--- src/rtl/id_ex_stage_pkg.sv ---
// Shared types and constants for the ID/EX pipeline register and its forwarding muxes.
// Widths, ALU mode encodings and the bubble control word live here.
package id_ex_stage_pkg;

    localparam int DATA_W = 16;
    localparam int REG_AW = 3;

    typedef enum logic [1:0] {
        ALU_ADD  = 2'b00,
        ALU_NOT  = 2'b01,
        ALU_PASS = 2'b10,
        ALU_NOP  = 2'b11
    } alu_mode_e;

    typedef struct packed {
        logic      valid;
        logic      reg_write;
        logic      mem_read;
        logic      mem_write;
        alu_mode_e alu_mode;
    } ex_ctrl_t;

    typedef struct packed {
        logic [REG_AW-1:0] rd;
        logic [REG_AW-1:0] rs1;
        logic [REG_AW-1:0] rs2;
        logic [DATA_W-1:0] rs1_data;
        logic [DATA_W-1:0] rs2_data;
        logic [DATA_W-1:0] imm;
        logic              use_imm;
    } ex_data_t;

    localparam ex_ctrl_t BUBBLE_CTRL = '{
        valid:     1'b0,
        reg_write: 1'b0,
        mem_read:  1'b0,
        mem_write: 1'b0,
        alu_mode:  ALU_NOP
    };

endpackage

--- src/rtl/id_ex_stage_fwd_mux.sv ---
// Operand forwarding select: youngest producer (EX/MEM) wins over MEM/WB, else register data.
// Register 0 is forwarded like any other register.
module fwd_mux
    import id_ex_stage_pkg::*;
(
    input  logic [REG_AW-1:0] rs,
    input  logic [DATA_W-1:0] reg_data,
    input  logic              exm_valid,
    input  logic              exm_reg_write,
    input  logic [REG_AW-1:0] exm_rd,
    input  logic [DATA_W-1:0] exm_result,
    input  logic              mwb_valid,
    input  logic              mwb_reg_write,
    input  logic [REG_AW-1:0] mwb_rd,
    input  logic [DATA_W-1:0] mwb_result,
    output logic [DATA_W-1:0] operand
);

    logic exm_hit;
    logic mwb_hit;

    assign exm_hit = exm_valid & exm_reg_write & (exm_rd == rs);
    assign mwb_hit = mwb_valid & mwb_reg_write & (mwb_rd == rs);

    always_comb begin
        operand = reg_data;
        if (exm_hit) begin
            operand = exm_result;
        end else if (mwb_hit) begin
            operand = mwb_result;
        end
    end

endmodule

--- src/rtl/id_ex_stage.sv ---
// ID/EX pipeline register for the 16-bit ALU: captures decoded fields, inserts bubbles on
// flush or load-use hazard, and forwards operands combinationally into execute.
module id_ex_stage
    import id_ex_stage_pkg::*;
(
    input  logic              clk,
    input  logic              rst,
    input  logic              id_valid,
    input  logic [REG_AW-1:0] id_rs1,
    input  logic [REG_AW-1:0] id_rs2,
    input  logic [REG_AW-1:0] id_rd,
    input  logic [DATA_W-1:0] id_rs1_data,
    input  logic [DATA_W-1:0] id_rs2_data,
    input  logic [DATA_W-1:0] id_imm,
    input  logic              id_use_imm,
    input  logic              id_uses_rs2,
    input  logic [1:0]        id_alu_mode,
    input  logic              id_reg_write,
    input  logic              id_mem_read,
    input  logic              id_mem_write,
    input  logic              stall,
    input  logic              flush,
    input  logic              exm_valid,
    input  logic              exm_reg_write,
    input  logic [REG_AW-1:0] exm_rd,
    input  logic [DATA_W-1:0] exm_result,
    input  logic              mwb_valid,
    input  logic              mwb_reg_write,
    input  logic [REG_AW-1:0] mwb_rd,
    input  logic [DATA_W-1:0] mwb_result,
    output logic [DATA_W-1:0] ex_op1,
    output logic [DATA_W-1:0] ex_op2,
    output logic [1:0]        ex_alu_mode,
    output logic [REG_AW-1:0] ex_rd,
    output logic              ex_valid,
    output logic              ex_reg_write,
    output logic              ex_mem_read,
    output logic              ex_mem_write,
    output logic [DATA_W-1:0] ex_store_data,
    output logic              hazard_stall
);

    ex_ctrl_t ctrl_q, ctrl_d;
    ex_data_t data_q, data_d;
    logic     load_use;
    logic [DATA_W-1:0] fwd_rs1;
    logic [DATA_W-1:0] fwd_rs2;

    // A load sitting in EX cannot forward in time to the instruction in ID.
    assign load_use = id_valid & ctrl_q.valid & ctrl_q.mem_read &
                      ((data_q.rd == id_rs1) | (id_uses_rs2 & (data_q.rd == id_rs2)));

    // Upstream holds IF/ID for every cycle this is high; flush overrides it.
    assign hazard_stall = load_use & ~flush;

    always_comb begin
        ctrl_d = ctrl_q;
        data_d = data_q;
        if (flush) begin
            ctrl_d = BUBBLE_CTRL;
        end else if (!stall) begin
            if (load_use) begin
                ctrl_d = BUBBLE_CTRL;
            end else begin
                ctrl_d.valid     = id_valid;
                ctrl_d.reg_write = id_reg_write;
                ctrl_d.mem_read  = id_mem_read;
                ctrl_d.mem_write = id_mem_write;
                ctrl_d.alu_mode  = alu_mode_e'(id_alu_mode);
                data_d.rd        = id_rd;
                data_d.rs1       = id_rs1;
                data_d.rs2       = id_rs2;
                data_d.rs1_data  = id_rs1_data;
                data_d.rs2_data  = id_rs2_data;
                data_d.imm       = id_imm;
                data_d.use_imm   = id_use_imm;
            end
        end
    end

    always_ff @(posedge clk or posedge rst) begin
        if (rst) begin
            ctrl_q <= BUBBLE_CTRL;
            data_q <= '0;
        end else begin
            ctrl_q <= ctrl_d;
            data_q <= data_d;
        end
    end

    fwd_mux u_fwd_rs1 (
        .rs            (data_q.rs1),
        .reg_data      (data_q.rs1_data),
        .exm_valid     (exm_valid),
        .exm_reg_write (exm_reg_write),
        .exm_rd        (exm_rd),
        .exm_result    (exm_result),
        .mwb_valid     (mwb_valid),
        .mwb_reg_write (mwb_reg_write),
        .mwb_rd        (mwb_rd),
        .mwb_result    (mwb_result),
        .operand       (fwd_rs1)
    );

    fwd_mux u_fwd_rs2 (
        .rs            (data_q.rs2),
        .reg_data      (data_q.rs2_data),
        .exm_valid     (exm_valid),
        .exm_reg_write (exm_reg_write),
        .exm_rd        (exm_rd),
        .exm_result    (exm_result),
        .mwb_valid     (mwb_valid),
        .mwb_reg_write (mwb_reg_write),
        .mwb_rd        (mwb_rd),
        .mwb_result    (mwb_result),
        .operand       (fwd_rs2)
    );

    assign ex_op1        = fwd_rs1;
    assign ex_op2        = data_q.use_imm ? data_q.imm : fwd_rs2;
    assign ex_store_data = fwd_rs2;
    assign ex_alu_mode   = ctrl_q.alu_mode;
    assign ex_rd         = data_q.rd;
    assign ex_valid      = ctrl_q.valid;
    assign ex_reg_write  = ctrl_q.reg_write;
    assign ex_mem_read   = ctrl_q.mem_read;
    assign ex_mem_write  = ctrl_q.mem_write;

endmodule

--- config.mk ---
export PLATFORM = sky130hd
export DESIGN_NAME = id_ex_stage
export DESIGN_NICKNAME = d
export VERILOG_FILES = /design/src/rtl/id_ex_stage_pkg.sv /design/src/rtl/id_ex_stage_fwd_mux.sv /design/src/rtl/id_ex_stage.sv
export SDC_FILE = /design/constraint.sdc
export NUM_CORES = 1
export LEC_CHECK = 0
export CORE_UTILIZATION = 38
export CTS_CLUSTER_DIAMETER = 100
export DETAILED_ROUTE_END_ITERATION = 10
export GPL_ROUTABILITY_DRIVEN = 0
export HOLD_SLACK_MARGIN = 0.1
export PLACE_DENSITY = 0.78
export SLEW_MARGIN = 5
export SYNTH_ARGS = -nofsm -noshare
export SYNTH_HDL_FRONTEND = slang
export SYNTH_SLANG_ARGS = --single-unit
--- constraint.sdc ---
create_clock -name clk -period 2 [get_ports clk]
set_clock_uncertainty 0.1 [all_clocks]
set_input_delay 0.4 -clock clk [delete_from_list [all_inputs] [get_ports clk]]
set_output_delay 0.4 -clock clk [all_outputs]
set_load 0.005 [all_outputs]
==> run summary, run 1 <==
## Status
- **outcome** finished with violations
- **violations in the final reports** setup timing

## Synth
- **Mean Syn Cell Area** 10.6 µm²
- **leading post-synthesis cells by instance count** dfrtp_1, mux2_2, nand2_1, nor2_1, o21ai_0
- **post-synthesis net count** 454
- **top_reg_cell synth** dfrtp_1
- **most instantiated library cell after synthesis** dfrtp_1
- **number of synthesized flops with an enable pin** 0
- **main area contributors after synthesis** dfrtp_1, mux2_2, mux2i_1
- **fraction of registers with async set or reset after synthesis** 100%
- **Seq cells post-synth** 64
- **number of distinct standard cells referenced by the synthesized netlist** 34
- **largest area contributor in the synthesized netlist** dfrtp_1
- **Synth Warn #** 0
- **mapped cell area** 0.00364 mm²
- **share of the synthesized area in the top cell type** 42.7%
- **Mapped Cells** 343
- **sequential area share after synthesis** 44.1%

## Worst setup path
- **sort of element at the end of the critical path** primary output
- **element type at the critical path start** flop
- **highest net fanout along the worst path** 8
- **most common cell type on the critical path** buf_4
- **depth of the worst register-to-register path** 7
- **kind of cell adding the most delay to the critical path** buffers and inverters
- **end of the worst register-to-register path** data_q[3]$_DFFE_PP0P_
- **slowest stage cell, crit path** dfrtp_2
- **worst flop-to-flop path startpoint** ex_rd[0]$_DFFE_PP0P_
- **buffer and inverter count on the worst path** 4
- **CP Data Arrival Time** 2.31 ns
- **required time reported for the critical path endpoint** 1.50 ns
- **crit path cell chain** xor2_2 > nor4_4 > buf_4 > clkbuf_16 > a221oi_4 > buf_4 > o31ai_4 > buf_2
- **largest incremental delay on the critical path** 0.45 ns
- **setup slack, reg-to-reg** -0.17 ns
- **crit path kind** flop to primary output
- **crit path from** data_q[51]$_DFFE_PP0P_

## Route
- **via count** 4102
- **routed wire length** 17500 µm
- **Routed WL per cell** 23.9 µm
- **total DRC errors in the routed layout** 0
- **antenna violation net count after detailed routing** 0
- **first-pass detailed-route iteration total** 4
- **mean number of vias per cell** 5.58
- **Initial DRC Count** 186

## GRT
- **antenna violations before repair** 1
- **number of global-route vias before repair** 4418
- **maximum number of pins on one net before global-route repair** 31
- **overall global routing resource usage** 34.0%
- **sum of overflow across all layers after global routing** 0
- **wire length of the first global-routing pass** 24900 µm

## Clock network
- **buffer cell driving the clock tree root** clkbuf_8
- **number of clock buffers inserted by TritonCTS** 9
- **number of sinks on the clock net** 64
- **clock tree from TritonCTS** done
- **number of buffers on the longest clock path** 2
- **CTS Hold Bufs** 0
- **deepest level of the CTS H-tree** 3
- **post-CTS clock slew at the launch and capture registers of the worst setup and hold paths** 0.08 ns
- **insertion delay to the later sink of the worst-skew pair** 0.35 ns

## Min path
- **classification of the worst-slack hold path** input port to asynchronous set/reset pin

## Placement
- **placed instance area** 0.00588 mm²
- **estimated wirelength of the detail-placed design** 9960 µm
- **Port-buffer cells** 168
- **total placed cells including tap cells** 665

## Floorplan
- **standard cell core area** 0.00924 mm²
- **Die Footprint** 0.00997 mm²
- **initial core utilization** 39.4%
- **die width** 99.8 µm
- **height of the die** 99.8 µm
- **number of ports placed on the die boundary** 169
- **FP Rows** 35

## Timing
- **final period utilization** 140%
- **final setup slack of the worst path** -0.806 ns
- **Final Slew Violations** 0
- **f_max** 356 MHz
- **tightest slew margin relative to the limit** 71.8%
- **slew at the pin closest to its max-slew limit** 0.424 ns
- **final period demand of the worst path** 2.81 ns
- **final setup violating endpoints** 113
- **setup repair after global routing missed its margin** true
- **number of hold violations in the final report** 0

## Final layout
- **final design instance area without fill** 0.00746 mm²
- **signed area change from the synthesized netlist to the final layout** 105%
- **total number of nets in the final design** 711
- **Non-Filler Instances** 735
- **share of final-layout standard cells stronger than drive strength 1** 55.4%
- **utilization after layout** 80.7%

## Power
- **Leak Pwr** 3.37 nW
- **pwr dens** 684 mW/mm²
- **peak supply drop** 0.000418 V

## Run
- **number of max-cap violations** 0

-- state kept, by name, indices dropped and copies added (netlist names) --
| register | count |
|---|---|
| data_q | 55 |
| ex_reg_write | 1 |
| ex_valid | 1 |
| ex_rd | 3 |
| ex_mem_read | 1 |
| ex_mem_write | 1 |
| ex_alu_mode | 2 |
-- stage by stage --
step | hold WS, ns | worst slack, ns | power, mW | TNS [ns]
finish | 0.299 | -0.806 | 5.10 | -35.97
global route | 0.314 | -0.873 | 5.30 | -41.69
CTS | 0.300 | -0.687 | 4.83 | -33.66
detailed placement | 0.386 | -1.15 | 3.23 | -83.78
global placement | 0.364 | -1.09 | 3.20 | -80.91
floorplan | 0.364 | -0.0755 | 2.26 | -1.26
-- cells by family (layout without fill, tap and decap cells) --
group           count (synthesis)  in the layout  synth area share (%)
other cells                     0              1                     0
compound gates                 56             56                  11.4
simple gates                   99             99                  12.7
xor+xnor                       18             18                  4.33
buf+inv                        32            294                  5.13
flops                          64             64                  44.1
mux                            74             74                  22.4
-- timing repair --
item | CTS | global route
gates resized for setup | 382 | 102
pin swaps | 42 | 34
setup endpoints to repair | 113 | 114
gates cloned | 11 | 0
buffers inserted | 29 | 25
-- layout by cell type (no fill, tap or decap), drive strengths merged, types with 16 or more instances in the layout --
cell           count
a221oi            16
and3              16
buf              152
clkdlybuf4s50    101
dfrtp             62
mux2              58
mux2i             16
nand2             37
nor2              33
o21ai             20
o31ai             16
-- per-layer routing --
layer  vias up  GRT usage, %  wire length (µm)
met3        75          7.52              1670
met5         -             0                 0
met2       272          59.5              8660
met1      2012          39.6              6350
li1       1743             -                 -
met4         0          16.1               871
-- report_power, final --
group | total (mW) | leakage [nW] | internal (mW) | switching (mW)
combinational | 2.08 | 2.51 | 1.20 | 0.879
clock | 1.37 | 0.116 | 0.825 | 0.541
sequential | 1.66 | 0.748 | 1.48 | 0.177
total | 5.10 | 3.37 | 3.50 | 1.60
-- layout make-up --
| type | count | area, µm² |
|---|---|---|
| clock buffer | 10 | 128 |
| timing repair buffer | 273 | 2650 |
| inverter | 5 | 22.5 |
| clock inverter | 6 | 108 |
| tap | 129 | 161 |
| sequential | 64 | 1610 |
| fill | 491 | 1780 |
| antenna | 1 | 2.50 |
| multi-input combinational | 247 | 2770 |
-- worst max path at each step --
| stage | endpoint | cells after the start |
|---|---|---|
| after global placement | ex_op2[11] | 7 |
| after CTS | ex_op2[5] | 7 |
| final | ex_op2[8] | 8 |
| after floorplan | ex_op2[10] | 6 |
| after global routing | ex_op2[8] | 8 |
| after detailed placement | ex_op2[8] | 7 |
Note: power is estimated with default switching activity, not from simulation.
==> run 2, diff against run 1 <==
--- a/config.mk
+++ b/config.mk
@@ -5,12 +5,13 @@
 export SDC_FILE = /design/constraint.sdc
 export NUM_CORES = 1
 export LEC_CHECK = 0
-export CORE_UTILIZATION = 38
+export CORE_UTILIZATION = 39
+export CTS_BUF_LIST = sky130_fd_sc_hd__clkbuf_4 sky130_fd_sc_hd__clkbuf_8
 export CTS_CLUSTER_DIAMETER = 100
 export DETAILED_ROUTE_END_ITERATION = 10
 export GPL_ROUTABILITY_DRIVEN = 0
 export HOLD_SLACK_MARGIN = 0.1
-export PLACE_DENSITY = 0.78
+export PLACE_DENSITY = 0.8
 export SLEW_MARGIN = 5
 export SYNTH_ARGS = -nofsm -noshare
 export SYNTH_HDL_FRONTEND = slang
==> run 2 against run 1 <==
The flow still finishes with violations (setup timing). Global-route usage is 1.8 points higher. Non-clock buffer count is 11 higher. Fmax is 0.46% higher. Worst hold slack better by 0.018 ns.
==> run summary, run 2 (synthesized netlist as in run 1, its figures left out) <==
## Clock network
- **post-CTS clock slew at the launch and capture registers of the worst setup and hold paths** 0.10 ns
- **insertion delay to the later sink of the worst-skew pair** 0.36 ns
- **buffer cell driving the clock tree root** clkbuf_8
- **deepest level of the CTS H-tree** 3
- **number of buffers on the longest clock path** 2
- **clock tree from TritonCTS** done
- **number of clock buffers inserted by TritonCTS** 9
- **number of sinks on the clock net** 64

## Worst setup path
- **CP Data Arrival Time** 2.29 ns
- **largest incremental delay on the critical path** 0.48 ns
- **crit path kind** flop to primary output
- **slowest stage cell, crit path** dfrtp_2
- **highest net fanout along the worst path** 5
- **number of cells on the critical path** 8
- **crit path cell chain** xor2_4 > nor4_4 > buf_4 > buf_6 > buf_6 > a221oi_4 > o31ai_2 > buf_2
- **buffer and inverter count on the worst path** 4
- **required time reported for the critical path endpoint** 1.50 ns
- **kind of cell adding the most delay to the critical path** buffers and inverters
- **crit path from** data_q[51]$_DFFE_PP0P_
- **end of the worst register-to-register path** data_q[42]$_DFFE_PP0P_
- **sort of element at the end of the critical path** primary output
- **element type at the critical path start** flop
- **worst flop-to-flop path startpoint** ex_rd[1]$_DFFE_PP0P_
- **depth of the worst register-to-register path** 8
- **setup slack, reg-to-reg** -0.30 ns
- **most common cell type on the critical path** buf_6

## Route
- **mean number of vias per cell** 5.90
- **Routed WL per cell** 26.8 µm
- **routed wire length** 19400 µm
- **Initial DRC Count** 232
- **first-pass detailed-route iteration total** 5
- **antenna violation net count after detailed routing** 0
- **via count** 4269
- **total DRC errors in the routed layout** 0

## Timing
- **WHS** 0.317 ns
- **final setup slack of the worst path** -0.793 ns
- **final setup violating endpoints** 107
- **f_max** 358 MHz
- **final period utilization** 140%
- **Final Slew Violations** 0
- **tightest slew margin relative to the limit** 64.0%
- **final period demand of the worst path** 2.79 ns
- **setup repair after global routing missed its margin** true
- **slew at the pin closest to its max-slew limit** 0.538 ns
- **number of hold violations in the final report** 0

## Floorplan
- **Die Footprint** 0.00972 mm²
- **number of ports placed on the die boundary** 169
- **standard cell core area** 0.00889 mm²
- **initial core utilization** 40.9%
- **FP Rows** 34
- **height of the die** 98.6 µm
- **die width** 98.6 µm

## Final layout
- **register with the highest flop count** data_q
- **fill count** 412
- **final design instance area without fill** 0.00758 mm²
- **footprint of the multi-input gates** 0.00274 mm²
- **number of flip-flops under the largest register name** 55
- **utilization after layout** 85.3%
- **total number of nets in the final design** 722
- **number of diodes** 0
- **signed area change from the synthesized netlist to the final layout** 108%
- **most common library cell in the layout ignoring fill and taps** clkdlybuf4s50_1
- **sequential cell area** 0.00161 mm²
- **share of final-layout standard cells stronger than drive strength 1** 55.0%
- **commonest non-fill, non-tap cells in the layout** clkdlybuf4s50_1, dfrtp_1, mux2_4, buf_2, buf_4

## Status
- **outcome** finished with violations
- **violations in the final reports** setup timing

## Power
- **peak supply drop** 0.000483 V
- **Leak Pwr** 3.48 nW
- **pwr dens** 683 mW/mm²
- **overall power after layout** 5.18 mW

## Placement
- **placed instance area** 0.00581 mm²
- **Setup WS pre-CTS** -1.09 ns
- **Port-buffer cells** 168
- **estimated wirelength of the detail-placed design** 9980 µm

## Run
- **number of max-cap violations** 0

## GRT
- **number of global-route vias before repair** 4395
- **sum of overflow across all layers after global routing** 0
- **wire length of the first global-routing pass** 25700 µm
- **maximum number of pins on one net before global-route repair** 30
- **antenna violations before repair** 0
- **overall global routing resource usage** 35.8%

## Min path
- **classification of the worst-slack hold path** input port to asynchronous set/reset pin

-- run 2: cell count changes in the layout (fill, tap and decap cells not counted), moves of 5 or more --
cell | before | now
a221oi_2 | 5 | 0
nor2_2 | 2 | 13
buf_4 | 53 | 46
buf_6 | 22 | 37
xnor2_2 | 8 | 3
nand2_1 | 27 | 22
a221oi_4 | 10 | 15
nor2_4 | 17 | 7
-- run 2: routing by layer --
layer  up-vias  routed length [µm]  global-route usage [%]
met5         -                   0                       0
met4         0                1330                    20.7
met3       112                2210                    9.29
met2       327                9300                    61.3
met1      2051                6580                    40.4
li1       1779                   -                       -
-- run 2: final cells by class --
class                      instances  share of cell area, %
clock inverter                     5                   1.06
clock buffer                      11                   1.91
tap                              108                   1.78
timing repair buffer             284                   37.6
sequential                        64                   21.2
multi-input combinational        247                   36.2
inverter                           5                  0.297
-- run 2: what timing repair did --
item,4_1_cts,5_1_grt
resized for setup,380,102
endpoints found under the setup margin,107,114
pin swaps,59,38
buffers inserted,56,22
gates cloned,13,1
hold buffers,0,0
-- run 2: report_power, final --
group | switching [mW] | internal (mW) | leakage [nW]
Sequential | 0.213 | 1.48 | 0.752
Clock | 0.577 | 0.748 | 0.109
Combinational | 0.925 | 1.24 | 2.62
-- run 2: worst max-delay path by stage --
stage and end:
5_1_grt ex_store_data[6], 3_5_place_dp ex_op2[3], 3_3_place_gp ex_op2[3], 6_report ex_op2[13], 4_1_cts ex_op2[3], 2_1_floorplan ex_op2[10]
-- run 2: metrics by stage --
step,cells,TNS [ns]
2_1_floorplan,343,-1.26
3_3_place_gp,635,-78.87
3_5_place_dp,635,-82.20
4_1_cts,719,-39.06
5_1_grt,724,-46.73
6_report,724,-41.81
